**src/rtl/instr_fetch_unit.sv**
```systemverilog
// Instruction fetch unit: assembles one IWIDTH-bit instruction from BEATS big-endian
// byte reads over a req/ack memory port, stalling the datapath until it is complete.
module instr_fetch_unit #(
   parameter int DWIDTH = 8,
   parameter int IWIDTH = 16,
   parameter int MWIDTH = 8
) (
   input  logic              clk,
   input  logic              reset,
   input  logic [DWIDTH-1:0] pc,
   input  logic              fetch_en,
   input  logic              flush,
   output logic              mem_req,
   output logic [DWIDTH-1:0] mem_addr,
   input  logic              mem_ack,
   input  logic [MWIDTH-1:0] mem_rdata,
   output logic [IWIDTH-1:0] instr,
   output logic              instr_valid,
   output logic              stall
);

   localparam int BEATS = IWIDTH / MWIDTH;
   localparam int BW    = (BEATS > 1) ? $clog2(BEATS) : 1;

   typedef enum logic [1:0] {IDLE, FETCH, VALID} state_t;

   state_t            state, stateNext;
   logic [BW-1:0]     beat, beatNext;
   logic [DWIDTH-1:0] fetchPc, fetchPcNext;
   logic              storeByte;
   logic              lastBeat;

   assign lastBeat = (beat == BW'(BEATS - 1));

   // Flush outranks everything; with fetch_en it redirects straight into a new fetch
   always_comb begin
      stateNext   = state;
      beatNext    = beat;
      fetchPcNext = fetchPc;
      storeByte   = 1'b0;
      if (flush) begin
         beatNext = '0;
         if (fetch_en) begin
            stateNext   = FETCH;
            fetchPcNext = pc;
         end else begin
            stateNext = IDLE;
         end
      end else begin
         case (state)
            IDLE, VALID: begin
               if (fetch_en) begin
                  stateNext   = FETCH;
                  fetchPcNext = pc;
                  beatNext    = '0;
               end
            end
            FETCH: begin
               if (mem_ack) begin
                  storeByte = 1'b1;
                  if (lastBeat) begin
                     stateNext = VALID;
                  end else begin
                     beatNext = beat + BW'(1);
                  end
               end
            end
            default: stateNext = IDLE;
         endcase
      end
   end

   always_ff @(posedge clk or posedge reset) begin
      if (reset) begin
         state <= IDLE;
      end else begin
         state <= stateNext;
      end
   end

   // Beat 0 lands in the most significant lane; untouched lanes keep the old instruction
   always_ff @(posedge clk or posedge reset) begin
      if (reset) begin
         beat    <= '0;
         fetchPc <= '0;
         instr   <= '0;
      end else begin
         beat    <= beatNext;
         fetchPc <= fetchPcNext;
         if (storeByte) begin
            instr[IWIDTH - 1 - int'(beat) * MWIDTH -: MWIDTH] <= mem_rdata;
         end
      end
   end

   assign mem_req     = (state == FETCH);
   assign mem_addr    = (state == FETCH) ? (fetchPc + DWIDTH'(beat)) : '0;
   assign instr_valid = (state == VALID);
   assign stall       = ~instr_valid;

endmodule

```
**config.mk**
```make
export PLATFORM = sky130hd
export DESIGN_NAME = instr_fetch_unit
export DESIGN_NICKNAME = d
export VERILOG_FILES = /design/src/rtl/instr_fetch_unit.sv
export SDC_FILE = /design/constraint.sdc
export NUM_CORES = 1
export LEC_CHECK = 0
export BUFFER_PORTS_ARGS = -buffer_cell sky130_fd_sc_hd__buf_2
export CORE_ASPECT_RATIO = 0.6
export CORE_MARGIN = 10
export CORE_UTILIZATION = 47
export DETAILED_ROUTE_END_ITERATION = 7
export GPL_TIMING_DRIVEN = 0
export MAX_ROUTING_LAYER = met4
export PLACE_DENSITY_LB_ADDON = 0.05
export SKIP_CTS_REPAIR_TIMING = 1
export SYNTH_ARGS = -nofsm -noshare
export SYNTH_HDL_FRONTEND = slang
export SYNTH_SLANG_ARGS = --single-unit
```
**constraint.sdc**
```tcl
create_clock -name clk -period 2.3 [get_ports clk]
set_input_delay 0.345 -clock clk [delete_from_list [all_inputs] [get_ports clk]]
set_output_delay 0.345 -clock clk [all_outputs]
set_load 0.03 [all_outputs]
```
==> run metrics <==
RSZ-0062 raised after global routing=false; Final Skew=0.00136 ns; clock sink total=27; synthesized area=0.00127 sq mm; final number of setup-violating endpoints=0; cell family with most CP delay=simple AND/OR/NAND/NOR gates; Layout Nets=173; layout cell share with drive strength beyond 1=54.4%; CTS tree=built; Worst setup EP type=primary output; Syn Area/Cell=13.0 sq um; initial antenna violation count=0; global-route wire length before repair=4.62 mm; largest cells by area after synthesis=dfrtp_1, mux2_2, mux2_4; Max-slew headroom=33.8%; fill count=213; Leak=0.810 nW; die area=0.00526 sq mm; vias per inst=5.20; synthesized flop and latch total=27; Yosys cell types=25; Async SR Flop Fraction=100%; initial DRC count=28; Hold WC Path Type=input pin to async pin; clk root buf=clkbuf_8; Num CTS Buffers=3; Slew @ Worst Pin=0.992 ns; DR pass1 iterations=4; HPWL after detailed placement=2.25 mm; Peak Freq=469 MHz; vias in the first global route=945; floorplan row count=14; post-layout worst setup margin=0.166 ns; Worst path slowest cell=dfrtp_2; Yosys top cell area share=53.1%; Synth area leader=dfrtp_1; EDFF count, synth=0; met3 GRT Util=5.02%; Initial Utilization=50.1%; register area share after synthesis=53.1%; ys flop type=dfrtp_1; max-cap violations=0; Worst R2R End=instr[1]$_DFFE_PP0P_; setup TNS=0 ns; dpl ws=0.417 ns; CP max FO=6; chip width=87.2 microns; period utilisation layout=92.8%; Via Count=941; Post-Syn Instances=98; Ys Warns=0; Critical Path AT=1.79 ns; RR Startpoint=state[1]$_DFFE_PP0P_; Antenna Nets Post-Route=0; slowest cell delay on critical path=0.43 ns; H-tree levels=1; Placer Congestion=0.801; DRC=0; status=completed; critical path, cell by cell=ha_1, nand3_1, or3_1, a21oi_1, buf_2; routed wire length per instance=15.6 microns; count of final hold-check violations=0; I/O Pins=48; Clock Tree Buf Depth=2; met2 usage=16.6%; Die Y-Extent=60.3 microns; Area Overhead vs Synth=25.3%; CP Data Required Time=1.96 ns; Worst-path clk slew=0.08 ns; top cells by count, synth=dfrtp_1, mux2_2, mux2_4; met1 usage=14.6%; Power per Cell Area=977 mW/mm^2; Ant. Diodes=0; gr usage total=11.5%; most numerous cell in the Yosys netlist=dfrtp_1; Worst setup SP type=register; Slew Limit Fails=0; core box area=0.00254 sq mm; WP buf/inv=1; kind of critical path=register to primary output; global route hottest layer=met2; Routed Wire Length=2.83 mm; Port Buffers=47; VDD IR max=624 uV; Overflow after GRT=0; later-pin clock latency in the skew report=0.27 ns; syn_nets=121; largest net degree at the start of global routing=28; Tmin final=2.13 ns; R2R cell count=4; reg-to-reg setup timing slack=0.49 ns
## area by class of cell
| class | count | area [sq um] | share of cell area [%] |
|---|---|---|---|
| Sequential cell | 27 | 677 | 42.5 |
| Multi-Input combinational cell | 65 | 559 | 35.1 |
| Timing Repair Buffer | 47 | 235 | 14.8 |
| Clock buffer | 4 | 45.0 | 2.83 |
| Tap cell | 32 | 40.0 | 2.51 |
| Buffer | 2 | 22.5 | 1.41 |
| Inverter | 4 | 15.0 | 0.942 |
## metal layers
metal / up-vias / share of wire, %
met5: - / 0
met4: 0 / 0.42
met3: 2 / 7.9
met2: 30 / 44
met1: 465 / 48
li1: 444 / -
## sequential cells by signal (all words and copies together), names as in the netlist
register,flops
beat,1
state,2
instr,16
fetchPc,8
## cells by family after synthesis
family,synth area share (%)
xor+xnor,2.75
flops,53.1
buf+inv,2.95
simple gates,12.1
mux,23.6
fa+ha+maj,1.97
compound gates,3.54
## how the worst max path moves through the flow
stage,end,cells after the start,startpoint
finish,mem_addr[5],5,beat$_DFFE_PP0P_
global placement,mem_addr[7],5,beat$_DFFE_PP0P_
global route,mem_addr[5],5,beat$_DFFE_PP0P_
floorplan,mem_addr[7],4,beat$_DFFE_PP0P_
detailed placement,mem_addr[5],5,beat$_DFFE_PP0P_
CTS,mem_addr[5],5,beat$_DFFE_PP0P_
## per-stage QoR
step | power [mW] | hold slack, ns | instances | utilization (%) | instance area [sq um]
2_1_floorplan | 1.12 | 0.398 | 98 | - | 1270
3_3_place_gp | 1.30 | 0.484 | 177 | 60.9 | 1550
3_5_place_dp | 1.32 | 0.490 | 177 | 60.9 | 1550
4_1_cts | 1.58 | 0.294 | 181 | 62.7 | 1590
5_1_grt | 1.65 | 0.288 | 181 | 62.8 | 1590
6_report | 1.56 | 0.296 | 181 | 62.8 | 1590
## power by group
group          internal [mW]  switching (mW)
registers              0.595          0.0794
clock network          0.124           0.136
logic                  0.240           0.383
## layout by cell type, fill, tap and decap left out
master / synthesis / routed
buf_2: 0 / 47
dfrtp_1: 27 / 26
mux2_2: 16 / 16
mux2_4: 8 / 8
inv_1: 4 / 4
nand2_1: 4 / 4
o21ai_0: 4 / 4
a21oi_1: 4 / 4
nor2_1: 4 / 4
nand3_1: 3 / 3
or3_1: 3 / 3
xor2_1: 3 / 3
clkbuf_8: 0 / 3
nand2b_1: 2 / 2
buf_6: 2 / 2
nand4_1: 2 / 2
ha_1: 2 / 2
or4b_4: 1 / 1
o21ai_1: 1 / 1
nand3b_1: 1 / 1
nor3_2: 1 / 1
or2b_1: 1 / 1
and2_1: 1 / 1
xnor2_1: 1 / 1
and2b_2: 1 / 1
nor3_1: 1 / 1
or2_2: 1 / 1
dfrtp_2: 0 / 1
clkbuf_1: 0 / 1
No activity file was read; power rests on OpenSTA's default activity.
